**src/rtl/chaotic_bit_extractor.sv**
```systemverilog
// chaotic_bit_extractor: folds low mantissa bits of valid double triples into words, buffers them, streams MSB-first
// Ports: clk, rst_n (async active-low); n1_valid/xn1/yn1/zn1 sample input;
//        bit_out/bit_valid/bit_ready serial stream; fifo_level, overflow, reject_cnt, drop_cnt debug status.
module chaotic_bit_extractor #(
  parameter int DATA_WIDTH   = 64,
  parameter int EXTRACT_BITS = 16,
  parameter int FIFO_DEPTH   = 8
) (
  input  logic                            clk,
  input  logic                            rst_n,
  input  logic                            n1_valid,
  input  logic [DATA_WIDTH-1:0]           xn1,
  input  logic [DATA_WIDTH-1:0]           yn1,
  input  logic [DATA_WIDTH-1:0]           zn1,
  output logic                            bit_out,
  output logic                            bit_valid,
  input  logic                            bit_ready,
  output logic [$clog2(FIFO_DEPTH):0]     fifo_level,
  output logic                            overflow,
  output logic [15:0]                     reject_cnt,
  output logic [15:0]                     drop_cnt
);
  localparam int AW = $clog2(FIFO_DEPTH);
  localparam int LW = AW + 1;
  localparam int CW = $clog2(EXTRACT_BITS + 1);
  typedef enum logic {IDLE, SHIFT} state_t;
  state_t state;
  logic s1_valid;
  logic [DATA_WIDTH-1:0] s1_x, s1_y, s1_z;
  logic [EXTRACT_BITS-1:0] mem [FIFO_DEPTH];
  logic [AW-1:0] wptr, rptr;
  logic [CW-1:0] bit_cnt;
  logic [EXTRACT_BITS-1:0] shreg, word;
  logic bad, wr_req, rej, accept, last, pop, wr, drop;
  // zero/subnormal (exp all 0) and Inf/NaN (exp all 1) carry no usable mantissa entropy
  function automatic logic bad_exp(input logic [DATA_WIDTH-1:0] d);
    return (d[DATA_WIDTH-2 -: 11] == 11'h000) || (d[DATA_WIDTH-2 -: 11] == 11'h7FF);
  endfunction
  always_comb begin
    bad    = bad_exp(s1_x) || bad_exp(s1_y) || bad_exp(s1_z);
    rej    = s1_valid && bad;
    wr_req = s1_valid && !bad;
    word   = s1_x[EXTRACT_BITS-1:0] ^ s1_y[EXTRACT_BITS-1:0] ^ s1_z[EXTRACT_BITS-1:0];
    accept = bit_valid && bit_ready;
    last   = accept && (bit_cnt == CW'(EXTRACT_BITS - 1));
    pop    = (fifo_level != '0) && (state == IDLE || last);
    // a pop in the same cycle frees a slot, so a full FIFO can still take the word
    wr     = wr_req && (fifo_level != LW'(FIFO_DEPTH) || pop);
    drop   = wr_req && !wr;
  end
  assign bit_out   = shreg[EXTRACT_BITS-1];
  assign bit_valid = (state == SHIFT);
  always_ff @(posedge clk)
    if (wr) mem[wptr] <= word;
  always_ff @(posedge clk or negedge rst_n) begin
    if (!rst_n) begin
      state      <= IDLE;
      s1_valid   <= 1'b0;
      s1_x       <= '0;
      s1_y       <= '0;
      s1_z       <= '0;
      wptr       <= '0;
      rptr       <= '0;
      fifo_level <= '0;
      overflow   <= 1'b0;
      reject_cnt <= '0;
      drop_cnt   <= '0;
      shreg      <= '0;
      bit_cnt    <= '0;
    end else begin
      s1_valid <= n1_valid;
      if (n1_valid) begin
        s1_x <= xn1;
        s1_y <= yn1;
        s1_z <= zn1;
      end
      if (wr) wptr <= wptr + 1'b1;
      if (pop) rptr <= rptr + 1'b1;
      fifo_level <= fifo_level + LW'(wr) - LW'(pop);
      if (rej && reject_cnt != 16'hFFFF) reject_cnt <= reject_cnt + 1'b1;
      if (drop) begin
        overflow <= 1'b1;
        if (drop_cnt != 16'hFFFF) drop_cnt <= drop_cnt + 1'b1;
      end
      if (pop) begin
        state   <= SHIFT;
        shreg   <= mem[rptr];
        bit_cnt <= '0;
      end else if (accept) begin
        shreg   <= shreg << 1;
        bit_cnt <= bit_cnt + 1'b1;
        if (last) state <= IDLE;
      end
    end
  end
endmodule
```
**config.mk**
```make
export PLATFORM = sky130hd
export DESIGN_NAME = chaotic_bit_extractor
export DESIGN_NICKNAME = d
export VERILOG_FILES = /design/src/rtl/chaotic_bit_extractor.sv
export SDC_FILE = /design/constraint.sdc
export NUM_CORES = 1
export LEC_CHECK = 0
export BUFFER_PORTS_ARGS = -buffer_cell sky130_fd_sc_hd__buf_2
export CAP_MARGIN = 20
export CORE_AREA = 2 2 172 174
export CTS_CLUSTER_SIZE = 30
export DETAILED_ROUTE_END_ITERATION = 10
export DIE_AREA = 0 0 174 176
export GPL_TIMING_DRIVEN = 1
export SLEW_MARGIN = 20
export SYNTH_ARGS = -nofsm -noshare
export SYNTH_HDL_FRONTEND = slang
export SYNTH_SLANG_ARGS = --single-unit
```
**constraint.sdc**
```tcl
create_clock -name clk -period 7.75 [get_ports clk]
set_input_delay 0 -clock clk [delete_from_list [all_inputs] [get_ports clk]]
set_output_delay 0 -clock clk [all_outputs]
set_load 0.05 [all_outputs]
```
==> results.json, run 1 <==
{
  "grt_antenna_before_repair": 0,
  "rsz0062_at_grt": "false",
  "hpwlAfterDp_um": 13120,
  "hold_class": "in -> async",
  "synth.top_cell.area_share": 0.3368,
  "initial_core_util": 0.3998,
  "hold_violations": 0,
  "syn_inst": 739,
  "synth_flop_cell": "dfrtp_1",
  "dp_cells": 1224,
  "cts_buffers": 30,
  "slowest_stage": "a31oi_2",
  "critPathArrivalTime_ns": 3.68,
  "r2r_start": "bit_cnt[0]$_DFFE_PN0P_",
  "worst_pin_slew_ns": 1.059,
  "area_delta_synth_final_pct": 24.94,
  "syn-num-nets": 947,
  "final_common_cell": "dfrtp_1",
  "crit_start": "bit_cnt[0]$_DFFE_PN0P_",
  "ys_warn_count": 0,
  "antennaDiodeCount": 0,
  "maxCapViolCount": 0,
  "gr-total-overflow": 0,
  "drtIter0Drc": 380,
  "clkLatencyLatePin_ns": 0.55,
  "fin_area_um2": 14260,
  "slowest_delay_ns": 0.65,
  "postCtsSetupBuffers": 0,
  "wl_per_cell_um": 16.35,
  "htree_levels": 1,
  "instances_no_fill": 1365,
  "worst-setup-path-type": "reg -> reg",
  "rows": 62,
  "holdWs_ns": 0.04316,
  "fin_nets": 1165,
  "required_ns": 8.18,
  "place_area_um2": 12480,
  "port_buffers": 123,
  "crit_path_start_kind": "flop",
  "end_kind": "flop",
  "critPathMostFrequentCell": "ha_1",
  "grt_use_met1": 0.2028,
  "met3_usage": 0.02606,
  "clockBufferDepth": 3,
  "drc": 0,
  "grt_max_degree": 83,
  "relSlewSlack": 0.2937,
  "clkSlewWorstSetupHoldPaths_ns": 0.06,
  "leakagePower_nw": 5.662,
  "max_freq_mhz": 307.6,
  "cts_tree": "done",
  "drt-pass1-iter-count": 4,
  "tns_ns": 0,
  "synth_area_leaders": "edfxtp_1 34%, dfrtp_1 32%, mux2_2 8.3%",
  "ant_nets": 0,
  "timing.final.crit_share": 0.4194,
  "grt_util_met2": 0.2473,
  "power_density_nw_per_um2": 287.0,
  "synth_seq_area_share": 0.6591,
  "final_cell_mix": "145 x dfrtp_1, 128 x edfxtp_1, 121 x buf_2, 84 x mux2_2, 83 x dlygate4sd3_1",
  "critPathTopFamily": "compound AO/OA/AOI/OAI gates",
  "num_io_pins": 235,
  "ir_drop_mv": 0.1748,
  "drive_above_1_share": 0.3089,
  "avgSynthCellArea_um2": 15.44,
  "fin_util": 0.4995,
  "dieArea_um2": 30620,
  "grt_first_pass_wirelength_um": 36630,
  "routed_wl_um": 22320,
  "place_congestion": 0.7367,
  "yosysTopAreaCell": "edfxtp_1",
  "cts-root-buf": "clkbuf_16",
  "critPathBufInv": 1,
  "setup_viol_count_final": 0,
  "async_flop_share": 0.5345,
  "cts.sinks": 275,
  "status": "finished clean",
  "grt_pass1_vias": 6936,
  "skew_ns": 0.02002,
  "period_needed_ns": 3.250,
  "die_h_um": 176,
  "finalMaxSlewViolations": 0,
  "grt_use_total": 0.1484,
  "worstPathMaxFanout": 38,
  "core_area_um2": 28550,
  "ys_types": 42,
  "vias": 6716,
  "synth_area_um2": 11410,
  "yosys_register_bits": 275,
  "die_w_um": 174,
  "synth-edff-count": 128,
  "vias_per_cell": 4.920,
  "busiest_layer": "met2",
  "crit_chain": "ha_1 -> and3_1 -> ha_1 -> a21boi_1 -> a21o_1 -> buf_4 -> nand4_1 -> a31oi_2 -> nand2_1 -> mux2_2"
}
## logic make-up after synthesis
logic type | Yosys count | share of synthesized area
adder cells (fa/ha/maj) | 12 | 0.01381
buffers and inverters | 43 | 0.01622
multiplexers | 118 | 0.1482
flip-flops | 275 | 0.6591
XOR/XNOR | 69 | 0.05295
AO/OA/AOI/OAI | 47 | 0.02817
AND/OR/NAND/NOR | 175 | 0.08156
## final timing paths
kind | to | slack [ns] | depth (start not counted)
worst max-delay path | drop_cnt[1]$_DFFE_PN0P_ | 4.50 | 10
worst min-delay path | shreg[15]$_DFFE_PN0P_ | 0.04 | 2
worst max register to register | drop_cnt[1]$_DFFE_PN0P_ | 4.50 | 10
worst min register to register | overflow$_DFFE_PN0P_ | 0.47 | 1
max in group asynchronous | rptr[1]$_DFFE_PN0N_ | 6.30 | 3
min in group clk | s1_valid$_DFF_PN0_ | 0.07 | 1
## registers in the layout, indices dropped and copies added (netlist names)
register	count
bit_cnt	5
bit_valid	1
drop_cnt	16
fifo_level	4
mem	128
overflow	1
reject_cnt	16
rptr	3
s1_valid	1
s1_x	27
s1_y	27
s1_z	27
shreg	16
wptr	3
## final cells by class
type                    instances  area [um^2]
clock inverters                15        91.34
fillers                      2510        14290
multi-input cells             421         3729
well taps                     384        480.5
clock buffers                  41        833.3
inverters                      10        37.54
flip-flops and latches        275         7525
repair buffers                219         1564
## metrics by stage
step                total power (W)  setup slack [ns]
finish                     0.004093             4.500
global route               0.004313             4.181
CTS                        0.004149             4.476
detailed placement         0.002777             4.499
global placement           0.002760             4.491
floorplan                  0.002536             4.568
## worst reg2reg max path, cell delays in order, from the launching register on
cell and delay (ns):
dfrtp_1 0.41, ha_1 0.22, and3_1 0.18, ha_1 0.17
a21boi_1 0.22, a21o_1 0.11, buf_4 0.38, nand4_1 0.31
a31oi_2 0.65, nand2_1 0.20, mux2_2 0.30
## report_power, final
part / leakage (nW) / switching, W / internal [W]
Clock: 0.458 / 0.000545 / 0.000779
Sequential: 2.98 / 0.000135 / 0.00182
Combinational: 2.23 / 0.000441 / 0.000371
Total: 5.66 / 0.00112 / 0.00297
## layer usage
metal	vias up	part of all wire
met4	0	0.014
met5	-	0
met2	133	0.49
li1	3203	-
met3	32	0.046
met1	3348	0.45
## synth_stat cells (5+ instances only)
| cell type | instances |
|---|---|
| dfrtp_1 | 147 |
| buf_2 | 7 |
| a31oi_1 | 18 |
| xor2_1 | 15 |
| nand4_1 | 22 |
| xnor2_1 | 54 |
| edfxtp_1 | 128 |
| clkbuf_1 | 23 |
| nor4_1 | 14 |
| and3_1 | 9 |
| inv_1 | 10 |
| nor3_1 | 12 |
| a21oi_1 | 5 |
| nand3_1 | 18 |
| ha_1 | 11 |
| nor2_1 | 16 |
| mux4_2 | 32 |
| nand2_1 | 49 |
| nor2b_1 | 16 |
| mux2_2 | 84 |
| a211oi_1 | 16 |
## timing repair
| item | CTS | global route |
|---|---|---|
| endpoints found under the hold margin | 158 | 0 |
| resized for setup | 0 | 0 |
| hold buffers | 83 | 0 |
| setup endpoints to repair | 0 | 0 |
No activity file was read; power rests on OpenSTA's default activity.
==> run 2: changes to the inputs <==
- ABC_AREA: default -> 1
- CORE_AREA: 2 2 172 174 -> 2 2 178 180
- DIE_AREA: 0 0 174 176 -> 0 0 180 182
- clock period: 7.75 -> 3.35 ns (I/O delays scaled with it)
==> run 2 against run 1 <==
Effect of this change:
- the flow now finishes with violations (negative hold slack)
- non-clock buffer count is 39 higher
- clock-buffer cell count is 1 higher
- setup slack worse by 3.6 ns
- critical path depth is 2 lower
- largest cell class unchanged
==> results.json, run 2 <==
{
  "cts_buffers": 29,
  "slowest_stage": "nor3_2",
  "instances_no_fill": 1801,
  "rsz0062_at_grt": "false",
  "num_io_pins": 235,
  "dp_cells": 1636,
  "fillers": 2768,
  "max_freq_mhz": 403.0,
  "final_cell_mix": "171 x nand2_1, 162 x nor2_1, 147 x dfrtp_1, 128 x edfxtp_1, 122 x o21ai_0",
  "crit_chain": "nand2_1 -> nor2_1 -> nand3_1 -> nand3_1 -> nor3_2 -> nand2_1 -> nor3_2 -> buf_4",
  "worst-setup-path-type": "reg -> reg",
  "power_density_nw_per_um2": 699.7,
  "async_flop_share": 0.5345,
  "violations": "negative hold slack",
  "end_kind": "flop",
  "grt_max_degree": 89,
  "grt_first_pass_wirelength_um": 46060,
  "drt-pass1-iter-count": 4,
  "yosysTopAreaCell": "edfxtp_1",
  "syn-num-nets": 1347,
  "clockBufferDepth": 3,
  "rows": 65,
  "cts.sinks": 275,
  "ys_warn_count": 0,
  "tns_ns": 0,
  "reg2reg_depth": 8,
  "die_h_um": 182,
  "grt_pass1_vias": 9152,
  "synth_area_um2": 12120,
  "synth_seq_area_share": 0.6204,
  "r2r_start": "s1_y[52]$_DFFE_PN0P_",
  "yosys-top-cells-count": "171 x nand2_1, 162 x nor2_1, 147 x dfrtp_1",
  "drtIter0Drc": 479,
  "timing.final.crit_share": 0.7407,
  "routed_wl_um": 27660,
  "finalMaxSlewViolations": 0,
  "dieArea_um2": 32760,
  "port_buffers": 123,
  "final_common_cell": "nand2_1",
  "skew_ns": 0.01819,
  "period_needed_ns": 2.481,
  "cts_tree": "done",
  "relSlewSlack": 0.4767,
  "synth_xor_area_frac": 0.04407,
  "htree_levels": 1,
  "drive_above_1_share": 0.1844,
  "ir_drop_mv": 0.3759,
  "grt_antenna_before_repair": 0,
  "hold_class": "in -> async",
  "critPathArrivalTime_ns": 2.69,
  "vias": 8793,
  "ant_nets": 0,
  "yosys.area_share.simple": 0.1510,
  "cts-root-buf": "clkbuf_16",
  "critPathBufInv": 1,
  "largest_reg_flops": 128,
  "status": "finished with violations",
  "core_area_um2": 30990,
  "fin_util": 0.4940,
  "synth_flop_cell": "dfrtp_1",
  "worst_pin_slew_ns": 0.7824,
  "antennaDiodeCount": 0,
  "die_w_um": 180,
  "gr-total-overflow": 0,
  "maxCapViolCount": 0,
  "top_register": "mem",
  "dpl_worst_slack_ns": 0.8537,
  "setup_viol_count_final": 0,
  "cp_num_cells": 8,
  "leakagePower_nw": 6.302,
  "synth-compound-area-share": 0.08442,
  "crit_path_start_kind": "flop",
  "synth-edff-count": 128,
  "r2r_end": "mem[7][14]$_DFFE_PP_",
  "r2r_slack_ns": 0.87,
  "avgSynthCellArea_um2": 10.64,
  "grt_use_total": 0.1722,
  "muxShareOfSynthArea": 0.04272,
  "synth_area_leaders": "edfxtp_1 32%, dfrtp_1 30%, nand2_1 5.3%",
  "hpwlAfterDp_um": 16130,
  "fin_nets": 1584,
  "worst_slack_ns": 0.8686,
  "syn_inst": 1139,
  "ys_types": 39,
  "postCtsSetupBuffers": 0,
  "slowest_delay_ns": 0.47,
  "area_delta_synth_final_pct": 26.26,
  "hold_violations": 1,
  "required_ns": 3.56,
  "synth_top_family_by_area": "simple AND/OR/NAND/NOR gates",
  "place_congestion": 0.7960,
  "yosysMostFrequentCell": "nand2_1",
  "clkLatencyLatePin_ns": 0.55,
  "critPathTopFamily": "simple AND/OR/NAND/NOR gates",
  "synth_adder_area_share": 0.01300,
  "holdWs_ns": -0.005362,
  "initial_core_util": 0.3913,
  "synth.top_cell.area_share": 0.3170,
  "worstPathMaxFanout": 16,
  "yosys_register_bits": 275,
  "wl_per_cell_um": 15.36,
  "vias_per_cell": 4.882,
  "drc": 0,
  "clkSlewWorstSetupHoldPaths_ns": 0.06
}
-- run 2: through the flow --
step           area, um^2  hold WS (ns)  total power (W)
5_1_grt             15310       0.03412          0.01140
2_1_floorplan       12120       -0.2956         0.006578
3_3_place_gp        13230       0.03180         0.007391
3_5_place_dp        13230       0.03752         0.007470
6_report            15310     -0.005362          0.01071
4_1_cts             15310      0.008295          0.01082
-- run 2: metal layers --
layer  wire length, um  vias up  track usage
met5                 0        -            0
met4               590        0      0.04846
met3              1212       42      0.02607
met2             13640      188       0.3042
met1             12220     4233       0.2201
li1                  -     4330            -
-- run 2: kinds of logic (layout without fill, tap and decap cells) --
logic type                 after synthesis  after routing
xor gates and xnor gates                61             61
buffers and inverters                  134            394
AOI/OAI and AO/OA                      184            184
and+or+nand+nor                        427            427
adders and majority gates               12             12
DFF                                    275            275
muxes                                   46             46
-- run 2: worst max-delay path by stage --
stage	start	to	slack, ns
CTS	s1_y[52]$_DFFE_PN0P_	mem[7][14]$_DFFE_PP_	0.83
global placement	s1_y[55]$_DFFE_PN0P_	mem[7][6]$_DFFE_PP_	0.87
finish	s1_y[52]$_DFFE_PN0P_	mem[7][14]$_DFFE_PP_	0.87
floorplan	fifo_level[2]$_DFF_PN0_	mem[5][0]$_DFFE_PP_	0.40
detailed placement	s1_y[55]$_DFFE_PN0P_	mem[7][6]$_DFFE_PP_	0.85
global route	bit_cnt[0]$_DFFE_PN0P_	drop_cnt[9]$_DFFE_PN0P_	0.67
-- run 2: report_power, final --
group          internal (W)  switching (W)
Sequential          0.00424       0.000236
Combinational       0.00101        0.00200
Clock               0.00193        0.00129
-- run 2: final cells by class --
class	instances	area [um^2]	share of cell area
inverters	82	307.8	0.02011
well taps	402	503.0	0.03286
flip-flops and latches	275	7522	0.4914
clock buffers	42	824.5	0.05386
clock inverters	12	138.9	0.009072
multi-input cells	730	4084	0.2668
repair buffers	258	1928	0.1260
-- run 2: timing repair --
action                    CTS  global route
resized for setup           0             0
hold endpoints to repair  143             0
hold buffers              111             0
-- run 2: worst reg2reg max path, cell delays in order, from the launching register on --
cell,delay [ns]
dfrtp_1,0.40
nand2_1,0.06
nor2_1,0.05
nand3_1,0.16
nand3_1,0.14
nor3_2,0.47
nand2_1,0.33
nor3_2,0.20
buf_4,0.31
